## config.mk

```make
export PLATFORM = sky130hd
export DESIGN_NAME = register_bank_writer
export DESIGN_NICKNAME = d
export VERILOG_FILES = /design/src/rtl/register_bank_writer.sv
export SDC_FILE = /design/constraint.sdc
export NUM_CORES = 2
export LEC_CHECK = 0
export ABC_AREA = 1
export ABC_CLOCK_PERIOD_IN_PS = 2400
export CORE_AREA = 8 8 413 415
export DETAILED_ROUTE_END_ITERATION = 16
export DIE_AREA = 0 0 421 423
export PLACE_DENSITY_LB_ADDON = 0.1
export SLEW_MARGIN = 15
export SYNTH_ARGS = -nofsm -noshare
export SYNTH_HDL_FRONTEND = slang
export SYNTH_SLANG_ARGS = --single-unit
```

## constraint.sdc

```tcl
create_clock -name clk -period 2.4 [get_ports clk]
set_input_delay 0.36 -clock clk [delete_from_list [all_inputs] [get_ports clk]]
set_output_delay 0.36 -clock clk [all_outputs]
set_load 0.1 [all_outputs]
```

## src/rtl/register_bank_writer.sv

```systemverilog
// rtl/register_bank_writer.sv - write side of the 64 x 16-bit configuration register bank
// Optional write lock on the low registers: define REG_WRITE_LOCK_EN.
module register_bank_writer #(
    parameter int                NUM_REGS  = 64,
    parameter int                DATA_W    = 16,
    parameter int                IDX_W     = $clog2(NUM_REGS),
    parameter logic [DATA_W-1:0] RESET_VAL = '0
`ifdef REG_WRITE_LOCK_EN
    ,
    parameter int                LOCK_LIMIT = 8
`endif
) (
    input  logic              clk,
    input  logic              rst,
    input  logic              wr_valid,
    output logic              wr_ready,
    input  logic [IDX_W-1:0]  wr_index,
    input  logic [DATA_W-1:0] wr_data,
    input  logic              burst_start,
    input  logic [IDX_W-1:0]  burst_index,
    input  logic [IDX_W:0]    burst_len,
    output logic              burst_busy,
    output logic              burst_done,
    output logic              wr_err,
`ifdef REG_WRITE_LOCK_EN
    input  logic              lock,
`endif
    output logic [DATA_W-1:0] regs [NUM_REGS]
);

    typedef enum logic [1:0] {
        ST_IDLE  = 2'd0,
        ST_BURST = 2'd1,
        ST_DONE  = 2'd2
    } state_t;

    state_t             state_q, state_d;
    logic [IDX_W-1:0]   ptr_q, ptr_d;
    logic [IDX_W:0]     cnt_q, cnt_d;
    logic               err_q, err_d;
    logic [DATA_W-1:0]  regs_q [NUM_REGS];
    logic [DATA_W-1:0]  regs_d [NUM_REGS];

    logic               accept;
    logic               wr_en;
    logic [IDX_W-1:0]   wr_tgt;
    logic               drop;

    // State register: every flop of the block, reset has priority over all inputs
    always_ff @(posedge clk) begin
        if (rst) begin
            state_q <= ST_IDLE;
            ptr_q   <= '0;
            cnt_q   <= '0;
            err_q   <= 1'b0;
            for (int i = 0; i < NUM_REGS; i++) begin
                regs_q[i] <= RESET_VAL;
            end
        end else begin
            state_q <= state_d;
            ptr_q   <= ptr_d;
            cnt_q   <= cnt_d;
            err_q   <= err_d;
            for (int i = 0; i < NUM_REGS; i++) begin
                regs_q[i] <= regs_d[i];
            end
        end
    end

    // Next state: FSM transitions, burst pointer/count and the single register write
    always_comb begin
        state_d = state_q;
        ptr_d   = ptr_q;
        cnt_d   = cnt_q;
        err_d   = 1'b0;
        wr_en   = 1'b0;
        wr_tgt  = '0;
        drop    = 1'b0;
        for (int i = 0; i < NUM_REGS; i++) begin
            regs_d[i] = regs_q[i];
        end

        accept = wr_valid && wr_ready;

        case (state_q)
            ST_IDLE: begin
                if (accept) begin
                    wr_en  = 1'b1;
                    wr_tgt = wr_index;
                end
                // A same-cycle single write and burst request both take effect
                if (burst_start) begin
                    if (burst_len == '0) begin
                        err_d = 1'b1;
                    end else begin
                        ptr_d   = burst_index;
                        cnt_d   = burst_len;
                        state_d = ST_BURST;
                    end
                end
            end
            ST_BURST: begin
                if (accept) begin
                    wr_en  = 1'b1;
                    wr_tgt = ptr_q;
                    // Pointer wraps naturally at the power-of-two bank size
                    ptr_d  = ptr_q + IDX_W'(1);
                    cnt_d  = cnt_q - (IDX_W+1)'(1);
                    if (cnt_q == (IDX_W+1)'(1)) begin
                        state_d = ST_DONE;
                    end
                end
            end
            ST_DONE: begin
                state_d = ST_IDLE;
            end
            default: begin
                state_d = ST_IDLE;
            end
        endcase

`ifdef REG_WRITE_LOCK_EN
        // Locked writes still handshake and advance the burst, but never land
        drop = lock && (int'(wr_tgt) < LOCK_LIMIT);
`endif

        if (wr_en) begin
            if (drop) begin
                err_d = 1'b1;
            end else begin
                regs_d[wr_tgt] = wr_data;
            end
        end
    end

    // Outputs: handshake and status depend on registered state only
    always_comb begin
        wr_ready   = (state_q != ST_DONE);
        burst_busy = (state_q == ST_BURST);
        burst_done = (state_q == ST_DONE);
        wr_err     = err_q;
        for (int i = 0; i < NUM_REGS; i++) begin
            regs[i] = regs_q[i];
        end
    end

endmodule

```

==> qor.yml <==
status: "finished, final reports clean"
grt_antenna_before_repair: 20
die_area_mm2: 0.178
yosysUniqueCellTypes: 27
grt_pass1_wl_mm: 285
period_needed_ps: 2260
fmax_mhz: 442
avgSynthCellArea_um2: 7.20
final-setup-viol-count: 0
synth-seq-cells: 1040
cpMostUsedCell: "buf_4"
numPortBuffers: 1066
synth_edf_count: 0
clock_sinks: 1040
leakage_nw: 24.4
place_hpwl_mm: 146
finalHoldViolations: 0
cts_made_buffers: 132
path_cells: "buf_4 > nand2_2 > buf_4 > inv_1 > buf_4"
drc: 0
cp.required_ps: 2040
die_h_um: 423
finalPower_mw: 45.7
power_density_mw_per_mm2: 822
cts_buffer_depth: 3
pin_count: 1067
fin_util: 0.340
drtAntennaViolNets: 0
grt.overflow.total: 0
fp-row-count: 149
drive_gt1_frac: 0.251
num_vias: 38200
viasPerCell: 4.39
cts_tree: "done"
yosys-top-cells-area: "dfxtp_1 54%, nor2_1 17%, nand2_1 11%"
gp_congestion: 0.822
routedWlPerCell_um: 23.8
grt_max_degree: 63
drv_cap: 0
cp-end-kind: "output port"
crit_arrival_ps: 1900
post-route-period-util: 0.943
pre_cts_slack_ps: -245
setup_ws_ps: 138
start_kind: "flip-flop"
finalSetupTns_ps: 0
syn_inst: 5345
irDropWorstVdd_mv: 0.685
worstSkewPairLatency_ps: 780
first_iter_violations: 2569
max_slew_margin: 0.340
finalClockSkew_ps: 26.4
syn-num-nets: 5387
syn_to_final_growth_pct: 44.5
min_path_type: "input pin to flip-flop"
async_reset_ff_frac: 0
cpMaxStageDelayCell: "dfxtp_1"
first_pass_iters: 5
initial_core_util: 0.235
clk_pin_slew_ps: 60
yosys-top-cells-count: "1,779 x nor2_1, 1,092 x nand2_1, 1,040 x dfxtp_1, 486 x o21ai_0, 259 x nor3_1"
synth.largest_area_cell: "dfxtp_1"
cts_root_buf: "clkbuf_16"
worst_path_largest_cell_delay_ps: 410
core_area_mm2: 0.164
finalWirelength_mm: 207
critPathKind: "flip-flop to output port"
slew_violations: 0
synth_ff_type: "dfxtp_1"
grt_pass1_vias: 35600
synth.yosys.seq_area_share: 0.541
grtUsageTotal: 0.219
synth_warnings: 0
yosysMostFrequentCell: "nor2_1"
fin_nets: 6432
tightest_slew_ps: 984
netlist_area_mm2: 0.0385
chipWidth_um: 421
rsz0062_at_grt: "no"
h-tree-depth: 4
yosysTopAreaCellShare: 0.541
cp_max_fo: 3
==> layout make-up <==
| cell class | count | area (um^2) |
|---|---|---|
| multi-input combinational | 3806 | 15800 |
| sequential | 1040 | 20800 |
| fill | 17400 | 108000 |
| antenna | 9 | 22.5 |
| clock inverter | 38 | 520 |
| tap | 2189 | 2740 |
| clock buffer | 198 | 3860 |
| inverter | 63 | 245 |
| timing repair buffer | 1347 | 11700 |
==> routing by layer <==
metal | wire, um | track usage
met3 | 11000 | 0.0519
met5 | 0 | 0
met4 | 8980 | 0.0894
met1 | 83300 | 0.252
met2 | 103000 | 0.388
==> critical path: cells and delay by family (launching register included) <==
family,cells,cell delay [ps]
AND/OR/NAND/NOR,1,60
buffers and inverters,4,670
flip-flops,1,410
==> metrics by stage <==
step                      hold WS (ps)  cell area, um^2  instances
after CTS                         27.9            55600       8678
after global routing              67.7            55600       8688
after floorplan                    445            38500       5345
after global placement             450            51200       8440
after detailed placement           454            51200       8440
final                              102            55600       8690
==> kinds of logic after synthesis <==
family / share of synthesized area
buf+inv: 0.0535
flops: 0.541
fa+ha+maj: 0.000975
compound gates: 0.0737
simple gates: 0.331
==> worst paths after layout <==
path	endpoint	cells past startpoint	slack, ps	from
worst min register to register	cnt_q[1]	2	460	cnt_q[1]
worst max register to register	regs_q[1][147]	12	180	state_q[0]
worst min-delay path	regs_q[1][353]	3	100	wr_data[1]
worst max-delay path	burst_done	5	140	state_q[1]
==> registers in the layout (all words and copies together) (netlist names) <==
name and count:
regs_q 1024, ptr_q 6, cnt_q 7, state_q 2
wr_err 1
==> where the power goes <==
part           switching, mW  total [mW]  internal, mW
clock                   8.26        20.1          11.9
combinational           5.88        7.58          1.70
sequential             0.301        18.0          17.7
==> cells in the final DEF, fill, tap and decap left out, types with 9 or more instances in the layout <==
| cell | n |
|---|---|
| nor2_1 | 1748 |
| buf_4 | 1184 |
| nand2_1 | 1091 |
| dfxtp_1 | 1039 |
| o21ai_0 | 486 |
| nor3_1 | 259 |
| clkbuf_16 | 134 |
| buf_12 | 122 |
| nand3_1 | 56 |
| a21oi_1 | 44 |
| nor2_2 | 43 |
| clkbuf_1 | 37 |
| o21ai_1 | 34 |
| inv_2 | 28 |
| clkbuf_8 | 27 |
| inv_1 | 26 |
| clkdlybuf4s50_1 | 21 |
| buf_2 | 17 |
| clkinv_2 | 15 |
| nand2_2 | 11 |
| nor2_4 | 10 |
| diode_2 | 9 |
==> what timing repair did <==
item	in CTS	in global routing
gates resized for setup	2	6
hold buffers	2	0
setup endpoints to repair	18	48
hold endpoints to repair	5	0
setup buffers	0	3
pin swaps	0	1
No activity file was read; power rests on OpenSTA's default activity.
